==> config.mk <==
export PLATFORM = sky130hd
export DESIGN_NAME = hazard_scoreboard_flat
export DESIGN_NICKNAME = d
export VERILOG_FILES = /design/src/rtl/hazard_scoreboard_pkg.sv /design/src/rtl/hazard_scoreboard_if.sv /design/src/rtl/hazard_load_tracker.sv /design/src/rtl/hazard_scoreboard.sv /design/src/flat_wrapper.sv
export SDC_FILE = /design/constraint.sdc
export NUM_CORES = 1
export LEC_CHECK = 0
export BUFFER_PORTS_ARGS = -buffer_cell sky130_fd_sc_hd__buf_4
export CORE_AREA = 2 2 95 79
export CTS_CLUSTER_SIZE = 28
export DETAILED_ROUTE_END_ITERATION = 10
export DIE_AREA = 0 0 97 81
export MAX_ROUTING_LAYER = met4
export PLACE_DENSITY = 0.77
export SLEW_MARGIN = 25
export SYNTH_ARGS = -nofsm -noshare
export SYNTH_HDL_FRONTEND = slang
export SYNTH_SLANG_ARGS = --single-unit
==> constraint.sdc <==
create_clock -name clk -period 4 [get_ports clk]
set_clock_uncertainty 0.05 [all_clocks]
set_input_delay 0.8 -clock clk [delete_from_list [all_inputs] [get_ports clk]]
set_output_delay 0.8 -clock clk [all_outputs]
set_load 0.005 [all_outputs]
==> src/rtl/hazard_scoreboard_pkg.sv <==
// Shared opcode constants and forwarding-select encodings for the hazard scoreboard.
// Also holds the priority rule used to pick an EX operand source.
package hazard_scoreboard_pkg;

    localparam logic [6:0] OP_LOAD   = 7'b0000011;
    localparam logic [6:0] OP_STORE  = 7'b0100011;
    localparam logic [6:0] OP_BRANCH = 7'b1100011;

    typedef enum logic [1:0] {
        FWD_RF  = 2'b00,
        FWD_ALU = 2'b01,
        FWD_LD  = 2'b10
    } fwd_sel_e;

    // ALU result in EX/MEM wins over a load completing in MEM/WB.
    function automatic fwd_sel_e fwd_select(
        input logic src_used,
        input logic src_zero,
        input logic ex_hit,
        input logic ld_hit
    );
        fwd_sel_e sel;
        sel = FWD_RF;
        if (src_used && !src_zero) begin
            if (ex_hit) begin
                sel = FWD_ALU;
            end else if (ld_hit) begin
                sel = FWD_LD;
            end
        end
        return sel;
    endfunction

endpackage

==> src/rtl/hazard_scoreboard_if.sv <==
// Decode-side bundle between the pipeline (master) and the hazard scoreboard (slave).
// HAZARD_PERF_EN adds the stall_cycles / bubble_cycles counter outputs.
interface hazard_scoreboard_if #(
    parameter int ADDR_W = 5
);
    logic              id_valid;
    logic [6:0]        id_opcode;
    logic [ADDR_W-1:0] id_rs1;
    logic [ADDR_W-1:0] id_rs2;
    logic              id_use_rs1;
    logic              id_use_rs2;
    logic [ADDR_W-1:0] id_rd;
    logic              id_rd_we;
    logic              flush;
    logic              ld_done;
    logic [ADDR_W-1:0] ld_done_rd;
    logic              pc_stall;
    logic              ifid_stall;
    logic              idex_bubble;
    logic [1:0]        fwd_a;
    logic [1:0]        fwd_b;
    logic              ld_full;
`ifdef HAZARD_PERF_EN
    logic [31:0]       stall_cycles;
    logic [31:0]       bubble_cycles;
`endif

    modport master (
        output id_valid, id_opcode, id_rs1, id_rs2, id_use_rs1, id_use_rs2,
        output id_rd, id_rd_we, flush, ld_done, ld_done_rd,
`ifdef HAZARD_PERF_EN
        input  stall_cycles, bubble_cycles,
`endif
        input  pc_stall, ifid_stall, idex_bubble, fwd_a, fwd_b, ld_full
    );

    modport slave (
        input  id_valid, id_opcode, id_rs1, id_rs2, id_use_rs1, id_use_rs2,
        input  id_rd, id_rd_we, flush, ld_done, ld_done_rd,
`ifdef HAZARD_PERF_EN
        output stall_cycles, bubble_cycles,
`endif
        output pc_stall, ifid_stall, idex_bubble, fwd_a, fwd_b, ld_full
    );

endinterface

==> src/rtl/hazard_load_tracker.sv <==
// Per-register pending-load bitmap and outstanding-load counter.
// Source busy flags see a completing load as already done (same-cycle clear bypass).
module hazard_load_tracker #(
    parameter int NUM_REGS  = 32,
    parameter int ADDR_W    = $clog2(NUM_REGS),
    parameter int MAX_LOADS = 2
) (
    input  logic              clk,
    input  logic              rst,
    input  logic              set_en,
    input  logic [ADDR_W-1:0] set_rd,
    input  logic              ld_done,
    input  logic [ADDR_W-1:0] ld_done_rd,
    input  logic [ADDR_W-1:0] rs1,
    input  logic [ADDR_W-1:0] rs2,
    input  logic [ADDR_W-1:0] rd,
    output logic              rs1_busy,
    output logic              rs2_busy,
    output logic              rd_pending,
    output logic              ld_full
);

    localparam int CNT_W = $clog2(MAX_LOADS + 1);

    logic [NUM_REGS-1:1] pending_reg;
    logic [NUM_REGS-1:1] pending_next;
    logic [NUM_REGS-1:0] pending_full;
    logic [CNT_W-1:0]    ld_cnt_reg;
    logic [CNT_W-1:0]    ld_cnt_next;
    logic                clr_hit;

    // x0 is never tracked, so bit 0 of the lookup vector is tied low.
    assign pending_full = {pending_reg, 1'b0};
    assign clr_hit      = ld_done && (ld_done_rd != '0) && pending_full[ld_done_rd];

    generate
        for (genvar gi = 1; gi < NUM_REGS; gi++) begin : g_pending
            assign pending_next[gi] =
                (pending_reg[gi] && !(clr_hit && (ld_done_rd == ADDR_W'(gi)))) ||
                (set_en && (set_rd == ADDR_W'(gi)));
        end
    endgenerate

    always_comb begin
        ld_cnt_next = ld_cnt_reg;
        if (set_en && !clr_hit) begin
            ld_cnt_next = ld_cnt_reg + 1'b1;
        end else if (!set_en && clr_hit) begin
            ld_cnt_next = ld_cnt_reg - 1'b1;
        end
    end

    always_ff @(posedge clk or posedge rst) begin
        if (rst) begin
            pending_reg <= '0;
            ld_cnt_reg  <= '0;
        end else begin
            pending_reg <= pending_next;
            ld_cnt_reg  <= ld_cnt_next;
        end
    end

    assign rs1_busy   = pending_full[rs1] && !(clr_hit && (ld_done_rd == rs1));
    assign rs2_busy   = pending_full[rs2] && !(clr_hit && (ld_done_rd == rs2));
    assign rd_pending = pending_full[rd];
    assign ld_full    = (ld_cnt_reg == CNT_W'(MAX_LOADS));

endmodule

==> src/rtl/hazard_scoreboard.sv <==
// Decode-stage hazard unit: load scoreboard stalls, branch-compare stalls, EX forwarding selects.
// Define HAZARD_PERF_EN to add free-running stall_cycles / bubble_cycles counters.
module hazard_scoreboard
    import hazard_scoreboard_pkg::*;
#(
    parameter int NUM_REGS  = 32,
    parameter int ADDR_W    = $clog2(NUM_REGS),
    parameter int MAX_LOADS = 2
) (
    input  logic              clk,
    input  logic              rst,
    hazard_scoreboard_if.slave hif
);

    logic              is_load;
    logic              is_branch;
    logic              rs1_busy;
    logic              rs2_busy;
    logic              rd_pending;
    logic              ld_full;
    logic              raw_load;
    logic              br_hazard;
    logic              struct_load;
    logic              waw_load;
    logic              stall;
    logic              issue;
    logic              load_set;
    logic [ADDR_W-1:0] ex_rd_reg;
    logic              ex_we_reg;
    logic              ex_is_load_reg;
    fwd_sel_e          fwd_a_reg;
    fwd_sel_e          fwd_b_reg;
    fwd_sel_e          fwd_a_next;
    fwd_sel_e          fwd_b_next;

    assign is_load   = (hif.id_opcode == OP_LOAD);
    assign is_branch = (hif.id_opcode == OP_BRANCH);
    assign load_set  = issue && is_load && hif.id_rd_we && (hif.id_rd != '0);

    hazard_load_tracker #(
        .NUM_REGS  (NUM_REGS),
        .ADDR_W    (ADDR_W),
        .MAX_LOADS (MAX_LOADS)
    ) u_tracker (
        .clk        (clk),
        .rst        (rst),
        .set_en     (load_set),
        .set_rd     (hif.id_rd),
        .ld_done    (hif.ld_done),
        .ld_done_rd (hif.ld_done_rd),
        .rs1        (hif.id_rs1),
        .rs2        (hif.id_rs2),
        .rd         (hif.id_rd),
        .rs1_busy   (rs1_busy),
        .rs2_busy   (rs2_busy),
        .rd_pending (rd_pending),
        .ld_full    (ld_full)
    );

    assign raw_load    = (hif.id_use_rs1 && rs1_busy) || (hif.id_use_rs2 && rs2_busy);
    // Branches resolve in decode, so they cannot wait for EX forwarding.
    assign br_hazard   = is_branch && ex_we_reg && (ex_rd_reg != '0) &&
                         ((hif.id_use_rs1 && (hif.id_rs1 == ex_rd_reg)) ||
                          (hif.id_use_rs2 && (hif.id_rs2 == ex_rd_reg)));
    assign struct_load = is_load && ld_full;
    assign waw_load    = is_load && rd_pending;

    assign stall = hif.id_valid && !hif.flush &&
                   (raw_load || br_hazard || struct_load || waw_load);
    assign issue = hif.id_valid && !stall && !hif.flush;

    always_comb begin
        fwd_a_next = FWD_RF;
        fwd_b_next = FWD_RF;
        if (issue) begin
            fwd_a_next = fwd_select(hif.id_use_rs1, hif.id_rs1 == '0,
                                    ex_we_reg && !ex_is_load_reg && (hif.id_rs1 == ex_rd_reg),
                                    hif.ld_done && (hif.id_rs1 == hif.ld_done_rd));
            fwd_b_next = fwd_select(hif.id_use_rs2, hif.id_rs2 == '0,
                                    ex_we_reg && !ex_is_load_reg && (hif.id_rs2 == ex_rd_reg),
                                    hif.ld_done && (hif.id_rs2 == hif.ld_done_rd));
        end
    end

    always_ff @(posedge clk or posedge rst) begin
        if (rst) begin
            ex_rd_reg      <= '0;
            ex_we_reg      <= 1'b0;
            ex_is_load_reg <= 1'b0;
            fwd_a_reg      <= FWD_RF;
            fwd_b_reg      <= FWD_RF;
        end else begin
            fwd_a_reg <= fwd_a_next;
            fwd_b_reg <= fwd_b_next;
            if (issue) begin
                ex_rd_reg      <= hif.id_rd;
                ex_we_reg      <= hif.id_rd_we;
                ex_is_load_reg <= is_load;
            end else begin
                ex_rd_reg      <= '0;
                ex_we_reg      <= 1'b0;
                ex_is_load_reg <= 1'b0;
            end
        end
    end

    assign hif.pc_stall    = stall;
    assign hif.ifid_stall  = stall;
    assign hif.idex_bubble = stall;
    assign hif.fwd_a       = fwd_a_reg;
    assign hif.fwd_b       = fwd_b_reg;
    assign hif.ld_full     = ld_full;

`ifdef HAZARD_PERF_EN
    logic [31:0] stall_cycles_reg;
    logic [31:0] bubble_cycles_reg;

    always_ff @(posedge clk or posedge rst) begin
        if (rst) begin
            stall_cycles_reg  <= '0;
            bubble_cycles_reg <= '0;
        end else begin
            if (stall) begin
                stall_cycles_reg <= stall_cycles_reg + 32'd1;
            end
            if (stall || hif.flush) begin
                bubble_cycles_reg <= bubble_cycles_reg + 32'd1;
            end
        end
    end

    assign hif.stall_cycles  = stall_cycles_reg;
    assign hif.bubble_cycles = bubble_cycles_reg;
`endif

endmodule

==> src/flat_wrapper.sv <==
// flat-port wrapper written by rule: the top's interface ports become plain ports
module hazard_scoreboard_flat import hazard_scoreboard_pkg::*;
#(
    parameter int NUM_REGS  = 32,
    parameter int ADDR_W    = $clog2(NUM_REGS),
    parameter int MAX_LOADS = 2
)
  (clk, rst, hif_id_valid, hif_id_opcode, hif_id_rs1, hif_id_rs2, hif_id_use_rs1, hif_id_use_rs2, hif_id_rd, hif_id_rd_we, hif_flush, hif_ld_done, hif_ld_done_rd, hif_pc_stall, hif_ifid_stall, hif_idex_bubble, hif_fwd_a, hif_fwd_b, hif_ld_full);
  hazard_scoreboard_if #(.ADDR_W(ADDR_W)) hif_i ();
  input  logic clk;
  input  logic rst;
  input wire logic [$bits(hif_i.id_valid)-1:0] hif_id_valid;
  input wire logic [$bits(hif_i.id_opcode)-1:0] hif_id_opcode;
  input wire logic [$bits(hif_i.id_rs1)-1:0] hif_id_rs1;
  input wire logic [$bits(hif_i.id_rs2)-1:0] hif_id_rs2;
  input wire logic [$bits(hif_i.id_use_rs1)-1:0] hif_id_use_rs1;
  input wire logic [$bits(hif_i.id_use_rs2)-1:0] hif_id_use_rs2;
  input wire logic [$bits(hif_i.id_rd)-1:0] hif_id_rd;
  input wire logic [$bits(hif_i.id_rd_we)-1:0] hif_id_rd_we;
  input wire logic [$bits(hif_i.flush)-1:0] hif_flush;
  input wire logic [$bits(hif_i.ld_done)-1:0] hif_ld_done;
  input wire logic [$bits(hif_i.ld_done_rd)-1:0] hif_ld_done_rd;
  output wire logic [$bits(hif_i.pc_stall)-1:0] hif_pc_stall;
  output wire logic [$bits(hif_i.ifid_stall)-1:0] hif_ifid_stall;
  output wire logic [$bits(hif_i.idex_bubble)-1:0] hif_idex_bubble;
  output wire logic [$bits(hif_i.fwd_a)-1:0] hif_fwd_a;
  output wire logic [$bits(hif_i.fwd_b)-1:0] hif_fwd_b;
  output wire logic [$bits(hif_i.ld_full)-1:0] hif_ld_full;
  assign hif_i.id_valid = hif_id_valid;
  assign hif_i.id_opcode = hif_id_opcode;
  assign hif_i.id_rs1 = hif_id_rs1;
  assign hif_i.id_rs2 = hif_id_rs2;
  assign hif_i.id_use_rs1 = hif_id_use_rs1;
  assign hif_i.id_use_rs2 = hif_id_use_rs2;
  assign hif_i.id_rd = hif_id_rd;
  assign hif_i.id_rd_we = hif_id_rd_we;
  assign hif_i.flush = hif_flush;
  assign hif_i.ld_done = hif_ld_done;
  assign hif_i.ld_done_rd = hif_ld_done_rd;
  assign hif_pc_stall = hif_i.pc_stall;
  assign hif_ifid_stall = hif_i.ifid_stall;
  assign hif_idex_bubble = hif_i.idex_bubble;
  assign hif_fwd_a = hif_i.fwd_a;
  assign hif_fwd_b = hif_i.fwd_b;
  assign hif_ld_full = hif_i.ld_full;
  hazard_scoreboard #(.NUM_REGS(NUM_REGS), .ADDR_W(ADDR_W), .MAX_LOADS(MAX_LOADS)) u_core (.clk(clk), .rst(rst), .hif(hif_i));
endmodule
After elaboration in Yosys (flattened, before gate mapping)
Cells that the tools add are included.
{ "op_classes": {"eq_ne": 71, "reduce_logical": 206, "order_cmp": 4, "addsub": 2, "mux": 21} }
{ "ops": {"columns": ["cell", "n"], "rows": [
  ["5-bit == test (second input constant)", 32],
  ["1-bit logical AND", 124],
  ["5-bit by 4-bit == test with 1-bit output (second input constant)", 16],
  ["5-bit by 3-bit == test with 1-bit output (second input constant)", 8],
  ["1-bit zero test", 40],
  ["1-bit logical OR", 36],
  ["5-bit == test", 6],
  ["5-bit by 6-bit < comparator with 1-bit output (second input constant)", 4],
  ["1-bit binary-select mux with 5-bit select", 4],
  ["5-bit by 2-bit == test with 1-bit output (second input constant)", 4],
  ["2-bit 2-to-1 mux", 10],
  ["5-bit nonzero test", 3],
  ["5-bit by 1-bit == test with 1-bit output (second input constant)", 2],
  ["5-bit zero test", 2],
  ["7-bit by 2-bit == test with 1-bit output (second input constant)", 1],
  ["7-bit == test (second input constant)", 1],
  ["1-bit 2-to-1 mux", 6],
  ["5-bit 2-to-1 mux", 1],
  ["2-bit by 1-bit adder with 2-bit output (second input constant)", 1],
  ["2-bit == test (second input constant)", 1],
  ["2-bit nonzero test", 1],
  ["2-bit by 1-bit subtractor with 2-bit output (second input constant)", 1]
]} }
{ "word_totals": {"wordCells": 311, "reg_bits": 44, "inputBits": 35, "out_inout_bits": 8} }

Logic depth before layout (Yosys ltp)
{ "depth": {"word_depth": 22, "ltp_mapped": 15, "mapped_depth_nobuf": 11} }

Modules after synthesis
A second synthesis with hierarchy kept.
{ "hier_totals": {"hier_cells": 345, "hier_area_um2": 3554.7} }
{ "by_module_without_submodules": {"columns": ["module", "seq_area_each_um2", "cells_per_inst", "n_inst", "area_per_inst_um2"], "rows": [
  ["hazard_load_tracker", 825.8, 264, 1, 2758.9],
  ["hazard_scoreboard", 275.3, 81, 1, 795.8]
]} }

Least setup slack after synthesis
Ideal clock, no wire load.
{ "synth_path": {"kind": "in2out", "start": "input hif_id_opcode[3]", "end": "output hif_ifid_stall", "stages": 6, "path_slack_ps": 554, "n_path_buf": 1, "required_ps": 3150, "arrival_ps": 2596, "path_cell_list": "or4_1 > or3_1 > nor4_1 > a221oi_2 > a31oi_1 > buf_4"} }
{ "synth_via": {"elab_chain_cells": 8, "word_cells_on_any_way": 11, "classes_between": "eq/ne (2); reduce/logical (9)"} }
{ "synth_lines": {"columns": ["element", "line", "text"], "rows": [
  ["from (decl)", "flat_wrapper.sv:13", "input wire logic [$bits(hif_i.id_opcode)-1:0] hif_id_opcode;"],
  ["7-bit == test", "hazard_scoreboard.sv:37", "assign is_branch = (hif.id_opcode == OP_BRANCH);"],
  ["1-bit logical AND (3 in a row)", "hazard_scoreboard.sv:62", "assign br_hazard = is_branch && ex_we_reg && (ex_rd_reg != '0) &&"],
  ["1-bit logical OR (2 in a row)", "hazard_scoreboard.sv:69", "(raw_load || br_hazard || struct_load || waw_load);"],
  ["1-bit logical OR *", "hazard_scoreboard.sv:69", null],
  ["1-bit logical AND *", "hazard_scoreboard.sv:68", "assign stall = hif.id_valid && !hif.flush &&"],
  ["to (decl)", "flat_wrapper.sv:24", "output wire logic [$bits(hif_i.ifid_stall)-1:0] hif_ifid_stall;"]
]} }
Mark *: on every way between the ends. The rest lies on a longest branch, timed or not.

Worst setup path after layout
{ "layout_path": {"start": "input hif_ld_done_rd[1]", "end": "output hif_ifid_stall"} }
{ "layout_via": {"elab_chain_cells": 12, "word_cells_on_any_way": 20, "classes_between": "eq/ne (2); mux (2); reduce/logical (16)"} }
{ "layout_lines": {"columns": ["element", "line", "text"], "rows": [
  ["from (decl)", "flat_wrapper.sv:22", "input wire logic [$bits(hif_i.ld_done_rd)-1:0] hif_ld_done_rd;"],
  ["1-bit binary-select mux with 5-bit select / 5-bit nonzero test (equally long branches)", "hazard_load_tracker.sv:34", "assign clr_hit = ld_done && (ld_done_rd != '0) && pending_full[ld_done_rd];"],
  ["1-bit 2-to-1 mux (not written as such) / 1-bit logical AND (equally long branches)", "hazard_load_tracker.sv:34", null],
  ["1-bit logical AND", "hazard_load_tracker.sv:34", null],
  ["1-bit logical AND (on tied branches)", "hazard_load_tracker.sv:63, hazard_load_tracker.sv:64", null],
  ["1-bit zero test (on tied branches)", "hazard_load_tracker.sv:63, hazard_load_tracker.sv:64", null],
  ["1-bit logical AND (on tied branches)", "hazard_load_tracker.sv:63, hazard_load_tracker.sv:64", null],
  ["1-bit logical AND", "hazard_scoreboard.sv:60", "assign raw_load = (hif.id_use_rs1 && rs1_busy) || (hif.id_use_rs2 && rs2_busy);"],
  ["1-bit logical OR *", "hazard_scoreboard.sv:60", null],
  ["1-bit logical OR * (3 in a row)", "hazard_scoreboard.sv:69", null],
  ["1-bit logical AND *", "hazard_scoreboard.sv:68", null]
]} }
Mark *: on every way between the ends. The rest lies on a longest branch, timed or not. The select of a mux whose other input is x is not followed.

==> report_table.html <==
<table>
<tr><th>Metric</th><th>Value</th></tr>
<tr><th colspan="2">Clock network</th></tr>
<tr><td>Clock tree from TritonCTS</td><td>done</td></tr>
<tr><td>Total CTS buffers</td><td>5</td></tr>
<tr><td>H-tree depth reported by CTS</td><td>2</td></tr>
<tr><td>Clock tree root buffer cell</td><td>sky130_fd_sc_hd__clkbuf_8</td></tr>
<tr><td>Insertion delay of the later-clocked pin in the worst-skew pair</td><td>300 ps</td></tr>
<tr><td>Hold buffer count at cts</td><td>0</td></tr>
<tr><td>PostCTS Resize Cnt</td><td>0</td></tr>
<tr><td>Post-CTS setup-driven buffer insertion count</td><td>0</td></tr>
<tr><td>Number of clock sinks</td><td>44</td></tr>
<tr><td>Maximum number of buffers from clock root to sink</td><td>2</td></tr>
<tr><td>Clock transition at the registers of the reported paths</td><td>80 ps</td></tr>
<tr><th colspan="2">Floorplanning</th></tr>
<tr><td>Starting density of the core</td><td>52.8%</td></tr>
<tr><td>Number of placed I/O pins</td><td>43</td></tr>
<tr><td>Core area</td><td>7040 um^2</td></tr>
<tr><td>Vert. Die Dim</td><td>81 um</td></tr>
<tr><td>Die Outline Area</td><td>7860 um^2</td></tr>
<tr><td>Die X</td><td>97 um</td></tr>
<tr><td>Number of rows in the core area</td><td>28</td></tr>
<tr><th colspan="2">Setup path</th></tr>
<tr><td>CP arrival</td><td>2870 ps</td></tr>
<tr><td>Peak per-stage delay on the critical path</td><td>530 ps</td></tr>
<tr><td>Number of buffers and inverters on the critical path</td><td>2</td></tr>
<tr><td>Critical path launch point type</td><td>input pin</td></tr>
<tr><td>Most used cell along the critical path</td><td>sky130_fd_sc_hd__buf_4</td></tr>
<tr><td>Worst flop-to-flop path endpoint</td><td>u_core.u_tracker.ld_cnt_reg[1]</td></tr>
<tr><td>Path depth of the worst reg2reg path</td><td>11</td></tr>
<tr><td>Reg-to-Reg Start</td><td>u_core.u_tracker.pending_reg[31]</td></tr>
<tr><td>Worst R2R Setup Slack</td><td>910 ps</td></tr>
<tr><td>Largest delay contributor family on the critical path</td><td>compound AO/OA/AOI/OAI gates</td></tr>
<tr><td>Worst setup path class</td><td>in2out</td></tr>
<tr><td>Standard cell with the maximum stage delay on the critical path</td><td>sky130_fd_sc_hd__mux4_2</td></tr>
<tr><td>Crit path capture type</td><td>primary output</td></tr>
<tr><td>CP max FO</td><td>20</td></tr>
<tr><td>Critical path, cell by cell</td><td>buf_4 -&gt; mux4_2 -&gt; o211ai_1 -&gt; a41oi_2 -&gt; a31o_2 -&gt; a31oi_1 -&gt; buf_4</td></tr>
<tr><td>Data required time of the worst path</td><td>3150 ps</td></tr>
<tr><th colspan="2">Cells and area</th></tr>
<tr><td>Layout overhead on the synthesized area</td><td>9.63%</td></tr>
<tr><td>FILL cells</td><td>612</td></tr>
<tr><td>Number of flip-flops under the largest register name</td><td>31</td></tr>
<tr><td>Share of layout cells above drive strength 1</td><td>23.6%</td></tr>
<tr><td>Nets</td><td>441</td></tr>
<tr><td>Antenna cells</td><td>0</td></tr>
<tr><th colspan="2">Detailed routing</th></tr>
<tr><td>Vias after detailed routing</td><td>3,510</td></tr>
<tr><td>Total routed wirelength</td><td>11,300 um</td></tr>
<tr><td>Remaining antenna violation count after routing</td><td>0</td></tr>
<tr><td>Mean routed wirelength per cell</td><td>22.8 um</td></tr>
<tr><td>Average vias per placed instance</td><td>7.08</td></tr>
<tr><td>DRC</td><td>0</td></tr>
<tr><td>Number of optimization iterations in the first detailed-route pass</td><td>5</td></tr>
<tr><td>Number of design-rule violations left by the first detailed-router iteration</td><td>470</td></tr>
<tr><th colspan="2">Synth</th></tr>
<tr><td>Main synth FF type</td><td>sky130_fd_sc_hd__dfrtp_1</td></tr>
<tr><td>Asr flop ratio synth</td><td>100%</td></tr>
<tr><td>Number of distinct library cells after synthesis</td><td>58</td></tr>
<tr><td>Synthesis-stage register bit count</td><td>44</td></tr>
<tr><td>Sequential area share after synthesis</td><td>29.6%</td></tr>
<tr><td>Total nets after synthesis</td><td>424</td></tr>
<tr><td>Post-synth top area share</td><td>29.6%</td></tr>
<tr><td>Ranking of synthesized cells by area</td><td>sky130_fd_sc_hd__dfrtp_1 (30%), sky130_fd_sc_hd__mux4_2 (9.7%), sky130_fd_sc_hd__o21ai_0 (5.4%)</td></tr>
<tr><td>Number of synthesized flops with an enable pin</td><td>0</td></tr>
<tr><td>Total of warnings raised by yosys</td><td>0</td></tr>
<tr><td>Post-synthesis cell type with the largest combined area</td><td>sky130_fd_sc_hd__dfrtp_1</td></tr>
<tr><td>Mapped Area</td><td>3710 um^2</td></tr>
<tr><td>Mapped Cells</td><td>388</td></tr>
<tr><td>Mean cell area of the mapped netlist</td><td>9.57 um^2</td></tr>
<tr><th colspan="2">Power and ir drop</th></tr>
<tr><td>Max VDD drop</td><td>0.201 mV</td></tr>
<tr><td>Power Dens Cells</td><td>253 nW/um^2</td></tr>
<tr><td>Power dissipated by switching net loads</td><td>0.000298 W</td></tr>
<tr><td>Part of the power in combinational logic</td><td>21.6%</td></tr>
<tr><td>Switching part of the total</td><td>28.9%</td></tr>
<tr><td>P_leak</td><td>1.65 nW</td></tr>
<tr><td>Clock network fraction of total power</td><td>32.8%</td></tr>
<tr><td>Post-layout total power</td><td>0.00103 W</td></tr>
<tr><td>Part of the power in registers</td><td>45.7%</td></tr>
<tr><td>Internal power summed over all cells</td><td>0.000734 W</td></tr>
<tr><th colspan="2">Min path</th></tr>
<tr><td>Sink of the worst hold path</td><td>u_core.u_tracker.ld_cnt_reg[1]</td></tr>
<tr><td>Worst hold path depth</td><td>1</td></tr>
<tr><td>Class of the most critical hold timing path</td><td>reg2reg</td></tr>
<tr><td>Hold_sp</td><td>u_core.u_tracker.ld_cnt_reg[1]</td></tr>
<tr><th colspan="2">Timing</th></tr>
<tr><td>Final critical path time including I/O delays and setup</td><td>3720 ps</td></tr>
<tr><td>Hold Worst Slack</td><td>418 ps</td></tr>
<tr><td>Endpoints failing setup</td><td>0</td></tr>
<tr><td>Period Utilization, post-route</td><td>93.1%</td></tr>
<tr><td>Slew @ Worst Pin</td><td>728 ps</td></tr>
<tr><td>Total negative setup slack</td><td>0 ps</td></tr>
<tr><td>Remaining max-slew budget at the tightest pin</td><td>51.3%</td></tr>
<tr><td>RSZ-0062 raised after global routing</td><td>false</td></tr>
<tr><td>Highest achievable clock rate</td><td>0.268 GHz</td></tr>
<tr><td>Final count of pins violating max slew</td><td>0</td></tr>
<tr><td>Hold Fails Final Rpt</td><td>0</td></tr>
<tr><th colspan="2">GRT</th></tr>
<tr><td>Via count of the first global-routing pass</td><td>3,242</td></tr>
<tr><td>Antenna violations before repair</td><td>0</td></tr>
<tr><td>GR Util All Layers</td><td>30.7%</td></tr>
<tr><td>Total congestion overflow after global routing</td><td>0</td></tr>
<tr><td>Pin count of the biggest net entering global routing</td><td>45</td></tr>
<tr><td>First-pass GRT wire length</td><td>18,400 um</td></tr>
<tr><th colspan="2">Job</th></tr>
<tr><td>Max-cap violations</td><td>0</td></tr>
<tr><th colspan="2">Outcome</th></tr>
<tr><td>Outcome</td><td>completed</td></tr>
<tr><th colspan="2">Placement</th></tr>
<tr><td>Half-perimeter wire length of the detailed placement result</td><td>8200 um</td></tr>
<tr><td>Number of buffer cells added on primary ports</td><td>42</td></tr>
<tr><td>Routability congestion estimate from global placement</td><td>0.974</td></tr>
</table>
## per-layer routing
metal	track usage (%)	share of wire, %	up-vias
li1	-	-	1522
met1	43.3	41	1689
met2	44.2	44	266
met3	6.97	13	33
met4	9.58	2.4	0
met5	-	0	-
## final cells by class
cell class | instances | area, um^2 | share of cell area (%)
Multi-Input combinational cell | 306 | 2400 | 59.0
Sequential cell | 44 | 1100 | 27.0
Timing Repair Buffer | 45 | 338 | 8.29
Tap cell | 90 | 113 | 2.76
Clock buffer | 6 | 72.6 | 1.78
Clock inverter | 2 | 35.0 | 0.860
Inverter | 3 | 11.3 | 0.276
## power by group through the flow
stage / Sequential (W) / Combinational [W] / Clock, W
finish: 0.000471 / 0.000223 / 0.000338
floorplan: 0.000477 / 0.000153 / 0
CTS: 0.000471 / 0.000219 / 0.000340
global route: 0.000473 / 0.000243 / 0.000355
detailed placement: 0.000480 / 0.000218 / 0
global placement: 0.000479 / 0.000214 / 0
## synth_stat cells, types with 3 or more instances
master,instances
sky130_fd_sc_hd__clkbuf_1,10
sky130_fd_sc_hd__o21ai_0,40
sky130_fd_sc_hd__buf_6,5
sky130_fd_sc_hd__nor3_1,11
sky130_fd_sc_hd__o41ai_2,5
sky130_fd_sc_hd__nand3_1,12
sky130_fd_sc_hd__mux4_2,16
sky130_fd_sc_hd__buf_4,5
sky130_fd_sc_hd__dfrtp_1,44
sky130_fd_sc_hd__a21oi_1,5
sky130_fd_sc_hd__or2_2,3
sky130_fd_sc_hd__nand2_1,38
sky130_fd_sc_hd__nor4_1,13
sky130_fd_sc_hd__xnor2_1,13
sky130_fd_sc_hd__mux2i_1,18
sky130_fd_sc_hd__or4_1,3
sky130_fd_sc_hd__buf_2,10
sky130_fd_sc_hd__nor2b_1,15
sky130_fd_sc_hd__o41ai_1,20
sky130_fd_sc_hd__inv_1,3
sky130_fd_sc_hd__mux2_2,11
sky130_fd_sc_hd__xor2_1,10
sky130_fd_sc_hd__nor2_1,15
sky130_fd_sc_hd__nand3b_1,8
sky130_fd_sc_hd__nand2b_1,7
sky130_fd_sc_hd__buf_1,5
## logic make-up (layout without fill, tap and decap cells)
logic type / Yosys count / after routing / synth area share (%)
AND/OR/NAND/NOR: 138 / 138 / 20.1
adder cells (fa/ha/maj): 1 / 1 / 0.337
AO/OA/AOI/OAI: 97 / 97 / 19.5
multiplexers: 47 / 47 / 19.3
XOR/XNOR: 23 / 23 / 5.42
buffers and inverters: 38 / 56 / 5.69
flip-flops: 44 / 44 / 29.6
## cell usage in the layout (no fill, tap or decap), types with 3 or more instances in the layout
cell	netlist	final
sky130_fd_sc_hd__nor4_1	13	13
sky130_fd_sc_hd__nand2_1	38	38
sky130_fd_sc_hd__nor2_1	15	15
sky130_fd_sc_hd__xnor2_1	13	13
sky130_fd_sc_hd__clkbuf_8	0	5
sky130_fd_sc_hd__o41ai_1	20	20
sky130_fd_sc_hd__nor2b_1	15	15
sky130_fd_sc_hd__nand3_1	12	12
sky130_fd_sc_hd__nor3_1	11	11
sky130_fd_sc_hd__mux2i_1	18	18
sky130_fd_sc_hd__a21oi_1	5	5
sky130_fd_sc_hd__mux4_2	16	16
sky130_fd_sc_hd__mux2_2	11	11
sky130_fd_sc_hd__o41ai_2	5	5
sky130_fd_sc_hd__or2_2	3	3
sky130_fd_sc_hd__nand2b_1	7	7
sky130_fd_sc_hd__buf_4	5	45
sky130_fd_sc_hd__or4_1	3	3
sky130_fd_sc_hd__xor2_1	10	10
sky130_fd_sc_hd__o21ai_0	40	40
sky130_fd_sc_hd__dfrtp_1	44	44
sky130_fd_sc_hd__nand3b_1	8	8
## worst max-delay path by stage
stage	from	end	depth (start not counted)
6_report	hif_ld_done_rd[1]	hif_ifid_stall	7
5_1_grt	hif_id_rs1[0]	hif_pc_stall	8
4_1_cts	hif_ld_done_rd[1]	hif_ifid_stall	7
3_5_place_dp	hif_ld_done_rd[1]	hif_ifid_stall	7
3_3_place_gp	hif_ld_done_rd[1]	hif_idex_bubble	7
2_1_floorplan	hif_id_opcode[3]	hif_ifid_stall	6
## worst register-to-register path, delay by kind of cell (launching register included)
| family | cells | cell delay [ps] |
|---|---|---|
| AOI/OAI and AO/OA | 3 | 870 |
| xor gates and xnor gates | 2 | 280 |
| adders and majority gates | 1 | 210 |
| DFF | 1 | 480 |
| muxes | 1 | 510 |
| and+or+nand+nor | 4 | 570 |
## through the flow
step	instance area [um^2]	setup slack (ps)	utilization, %	instances
4_1_cts	4070	304	57.8	496
5_1_grt	4070	171	57.8	496
3_5_place_dp	3970	296	56.3	488
3_3_place_gp	3970	337	56.3	488
6_report	4070	276	57.8	496
2_1_floorplan	3710	554	-	388
Note: power is estimated with default switching activity, not from simulation.
